`config.mk`:
```
export PLATFORM = sky130hd
export DESIGN_NAME = lpc_cycle_decoder
export DESIGN_NICKNAME = d
export VERILOG_FILES = /design/src/rtl/lpc_cycle_decoder.sv
export SDC_FILE = /design/constraint.sdc
export NUM_CORES = 1
export LEC_CHECK = 0
export ABC_CLOCK_PERIOD_IN_PS = 2650
export CAP_MARGIN = 5
export CORE_UTILIZATION = 51
export DETAILED_ROUTE_END_ITERATION = 8
export HOLD_SLACK_MARGIN = 0.15
export PLACE_DENSITY = 0.79
export SLEW_MARGIN = 20
export SYNTH_ARGS = -nofsm -noshare
export SYNTH_HDL_FRONTEND = slang
export SYNTH_SLANG_ARGS = --single-unit
```
`constraint.sdc`:
```
create_clock -name lpc_clock -period 2.65 [get_ports lpc_clock]
set_input_delay 0.53 -clock lpc_clock [delete_from_list [all_inputs] [get_ports lpc_clock]]
set_output_delay 0.53 -clock lpc_clock [all_outputs]
set_load 0.01 [all_outputs]
```
`src/rtl/lpc_cycle_decoder.sv`:
```
// lpc_cycle_decoder: passive LPC snooper decoding I/O and memory read/write cycles into one record per completed cycle
module lpc_cycle_decoder #(
  parameter int SYNC_TIMEOUT = 1024,
  parameter bit ENABLE_MEM   = 1'b1,
  parameter bit ENABLE_WRITE = 1'b1
) (
  input  logic        lpc_clock,
  input  logic        reset,
  input  logic [3:0]  lpc_ad,
  input  logic        lpc_frame,
  output logic        out_valid,
  output logic [3:0]  out_cyctype_dir,
  output logic [31:0] out_addr,
  output logic [7:0]  out_data,
  output logic        out_sync_timeout,
  output logic        out_sync_err,
  output logic        out_abort
);
  localparam int CW = $clog2(SYNC_TIMEOUT + 1);
  typedef enum logic [2:0] {IDLE, CYCTYPE, ADDR, WDATA, TAR, SYNC, RDATA, TAREND} state_t;
  state_t state, state_n;
  logic [2:0] cnt, cnt_n;
  logic [CW-1:0] wait_cnt, wait_cnt_n;
  logic valid_n, tmo_n, err_n, abort_n;
  logic is_mem, is_write;
  assign is_mem   = out_cyctype_dir[2];
  assign is_write = out_cyctype_dir[1];
  always_ff @(posedge lpc_clock) begin
    if (reset) begin
      state            <= IDLE;
      cnt              <= '0;
      wait_cnt         <= '0;
      out_valid        <= 1'b0;
      out_cyctype_dir  <= '0;
      out_addr         <= '0;
      out_data         <= '0;
      out_sync_timeout <= 1'b0;
      out_sync_err     <= 1'b0;
      out_abort        <= 1'b0;
    end else begin
      state            <= state_n;
      cnt              <= cnt_n;
      wait_cnt         <= wait_cnt_n;
      out_valid        <= valid_n;
      out_sync_timeout <= tmo_n;
      out_sync_err     <= err_n;
      out_abort        <= abort_n;
      if (lpc_frame && state == CYCTYPE) out_cyctype_dir <= lpc_ad;
      if (lpc_frame && state == ADDR)
        out_addr <= is_mem ? {out_addr[27:0], lpc_ad} : {16'h0, out_addr[11:0], lpc_ad};
      if (lpc_frame && (state == WDATA || state == RDATA))
        out_data <= cnt[0] ? {lpc_ad, out_data[3:0]} : {out_data[7:4], lpc_ad};
    end
  end
  // cnt tracks address nibbles and the phase of two-clock states
  always_comb begin
    state_n    = state;
    cnt_n      = cnt + 3'd1;
    wait_cnt_n = wait_cnt;
    valid_n    = 1'b0;
    tmo_n      = 1'b0;
    err_n      = 1'b0;
    abort_n    = 1'b0;
    if (!lpc_frame) begin
      cnt_n   = '0;
      state_n = lpc_ad == 4'b0000 ? CYCTYPE : IDLE;
      abort_n = lpc_ad == 4'b1111 && state != IDLE;
    end else begin
      case (state)
        IDLE: cnt_n = '0;
        CYCTYPE: begin
          cnt_n   = '0;
          state_n = (lpc_ad[3] || (lpc_ad[2] && !ENABLE_MEM) || (lpc_ad[1] && !ENABLE_WRITE)) ? IDLE : ADDR;
        end
        ADDR: if (cnt == (is_mem ? 3'd7 : 3'd3)) begin
          cnt_n   = '0;
          state_n = is_write ? WDATA : TAR;
        end
        WDATA: if (cnt[0]) begin
          cnt_n   = '0;
          state_n = TAR;
        end
        TAR: if (cnt[0]) begin
          cnt_n      = '0;
          wait_cnt_n = '0;
          state_n    = SYNC;
        end
        SYNC: begin
          cnt_n = '0;
          if (lpc_ad == 4'b0000) state_n = is_write ? TAREND : RDATA;
          else if (lpc_ad == 4'b0101 || lpc_ad == 4'b0110) begin
            if (int'(wait_cnt) + 1 >= SYNC_TIMEOUT) begin
              tmo_n   = 1'b1;
              state_n = IDLE;
            end else wait_cnt_n = wait_cnt + CW'(1);
          end else begin
            err_n   = lpc_ad == 4'b1010;
            state_n = IDLE;
          end
        end
        RDATA: if (cnt[0]) begin
          cnt_n   = '0;
          state_n = TAREND;
        end
        TAREND: if (cnt[0]) begin
          cnt_n   = '0;
          valid_n = 1'b1;
          state_n = IDLE;
        end
        default: state_n = IDLE;
      endcase
    end
  end
endmodule

```
==> out/qor.txt <==
Fmax achieved: 421 MHz
Yosys cell types: 47
Routed vias/inst: 5.52
Synthesized flop and latch total: 65
Area grow syn2layout: 30.1%
Design area: 3610 sq um
Worst-Margin Slew: 0.519 ns
Initial Util: 0.537
Gpl congestion: 0.827
Wirelength, routed: 6400 microns
Layout cells sized above 1: 0.0886
DR WL/cell: 13.8 microns
Fin Setup TNS: 0 ns
Core Util, Final: 0.699
Placed Area: 3410 sq um
WP data required: 2.86 ns
RSZ-0062 raised after global routing: false
Vias in the first global route: 2,219
Clock skew: 0.00507 ns
Reg2reg setup slack: 0.28 ns
Initial antenna violation count: 0
Critical Path AT: 2.58 ns
Worst-path clk slew: 0.07 ns
Port-buffer cells: 54
Leading area contributor after synthesis: dfxtp_1
Drt drc: 0
Top post-synthesis cells by count: nand2_1 (69), dfxtp_1 (65), a21oi_1 (37), nor2_1 (26), nand3_1 (21)
# IOs: 55
Post-layout min period: 2.37 ns
DP HPWL: 4190 microns
WL met3: 325 microns
# rows: 26
Warnings from Yosys: 0
Most frequent cell after synthesis: nand2_1
Synthesized net count: 344
Die ar.: 5750 sq um
Crit-path slowest cell: o41ai_4
Max_slew headroom: 0.651
Pin count of the biggest net entering global routing: 50
Cells after synthesis: 334
Root buffer cell: clkbuf_8
Critical Path Max Stage Delay: 0.49 ns
Nets: 400
Number of enable flip-flop cells after synthesis: 0
Via count: 2,566
Final setup fails: 0
Mapped Area: 2780 sq um
Crit path buffers/inverters: 0
Grt ovf: 0
Hold Crit Class: flip-flop to flip-flop
Routed met2 length: 3070 microns
Core area: 5170 sq um
Startpoint class of the critical path: flip-flop
Cts repair resizes: 0
Power density cells: 534 nW/um^2
CTS Sinks: 65
Top Metal Used: met4
Final Max Slew Viols: 0
Syn_area_per_cell: 8.32 sq um
First-pass GRT wire length: 10,300 microns
Setup crit end kind: flip-flop
P_leak: 1.25 nW
CP max FO: 8
DRT iter0 DRCs: 195
Clk_lat worst skew: 0.34 ns
Final cell count without fillers: 465
Clk buf depth: 2
Family with the most delay on the worst path: compound AO/OA/AOI/OAI gates
Post-synthesis sequential area ratio: 0.468
Placed insts: 449
IR drop worst, VDD: 439 uV
Number of diodes: 0
Period utilization: 0.896
Asr flop ratio synth: 0
Total GRT Usage: 0.238
Setup Fix Bufs, Post-CTS: 0
Antenna viol nets, final: 0
Top cell type's share of synthesized area: 0.468
CTS tree: built
Horiz. Die Dim: 75.8 microns
Detailed Routing Iterations Pass 1: 4
TritonCTS buffer count: 9
H-tree depth: 3
Top_reg_cell synth: dfxtp_1
DIE HEIGHT: 75.8 microns
Status: complete, no violations
Kind of critical path: flip-flop to flip-flop
CP cell instances: ha_1 -> nand3_2 -> o41ai_4 -> a41oi_2 -> o311ai_0 -> o31ai_1
Hold buffer count at CTS: 0
Hold Fails Final Rpt: 0
Routed met1 length: 2880 microns
Max-cap violations: 0
Top cells by area, synth: dfxtp_1 (47%), nand2_1 (9.3%), a21oi_1 (6.7%), mux2i_1 (4.7%), nand3_1 (3.8%)
sequential cells by signal, indices dropped and copies added, names as in the netlist:
register / flops
state: 3
out_valid: 1
out_cyctype_dir: 4
out_abort: 1
out_addr: 32
out_sync_err: 1
out_sync_timeout: 1
cnt: 3
out_data: 8
wait_cnt: 11
placed cells by master, fill, tap and decap left out, types with 3 or more instances in the layout:
cell type and n:
a21oi_1 37, a31oi_1 3, and3_1 3, buf_4 13, clkbuf_8 10, clkdlybuf4s50_1 54
clkinvlp_4 3, dfxtp_1 65, ha_1 3, inv_1 10, mux2i_1 13, nand2_1 69
nand3_1 21, nand4_1 4, nor2_1 26, nor3_1 4, o21ai_0 4, o311ai_0 7
o31ai_1 5, xnor2_1 3
per-layer routing:
layer	track usage	vias up
met4	0.123	0
met1	0.313	1205
met5	0	-
met2	0.365	70
li1	-	1281
met3	0.0542	10
report_power, final:
group	internal, mW	leakage [nW]	switching [mW]
logic	0.0354	0.634	0.0514
clock network	0.461	0.0949	0.394
registers	0.980	0.524	0.00859
total	1.48	1.25	0.454
kinds of logic (layout without fill, tap and decap cells):
group,after synthesis,in the layout,synth area share
AO/OA/AOI/OAI,71,71,0.169
XOR/XNOR,4,4,0.0126
adder cells (fa/ha/maj),3,3,0.0135
buffers and inverters,32,93,0.0473
flip-flops,65,65,0.468
multiplexers,13,13,0.0468
AND/OR/NAND/NOR,146,146,0.242
metrics by stage:
| step | power [mW] | worst slack, ns | hold slack, ns |
|---|---|---|---|
| after global routing | 2.00 | 0.113 | 0.476 |
| after floorplan | 1.06 | 0.585 | 0.441 |
| after detailed placement | 1.10 | 0.164 | 0.447 |
| final | 1.93 | 0.275 | 0.455 |
| after global placement | 1.10 | 0.286 | 0.437 |
| after CTS | 1.94 | 0.308 | 0.458 |
layout make-up:
| type | instances | area [sq um] |
|---|---|---|
| timing repair buffer | 67 | 638 |
| clock inverter | 6 | 66.3 |
| fill | 398 | 1560 |
| inverter | 10 | 37.5 |
| clock buffer | 10 | 138 |
| tap | 70 | 87.6 |
| multi-input combinational | 237 | 1350 |
| sequential | 65 | 1300 |
worst paths after layout:
kind	from	endpoint	cells past startpoint
worst max register to register	wait_cnt[0]$_SDFFE_PP0P_	wait_cnt[2]$_SDFFE_PP0P_	6
worst min register to register	out_addr[30]$_SDFFE_PP0P_	out_addr[30]$_SDFFE_PP0P_	2
worst min-delay path	out_addr[30]$_SDFFE_PP0P_	out_addr[30]$_SDFFE_PP0P_	2
worst max-delay path	wait_cnt[0]$_SDFFE_PP0P_	wait_cnt[2]$_SDFFE_PP0P_	6
worst register-to-register path: stages, from the launching register on:
cell and delay, ns:
dfxtp_1 0.40, ha_1 0.25, nand3_2 0.18, o41ai_4 0.49, a41oi_2 0.30, o311ai_0 0.48
o31ai_1 0.13
Note: power is estimated with default switching activity, not from simulation.
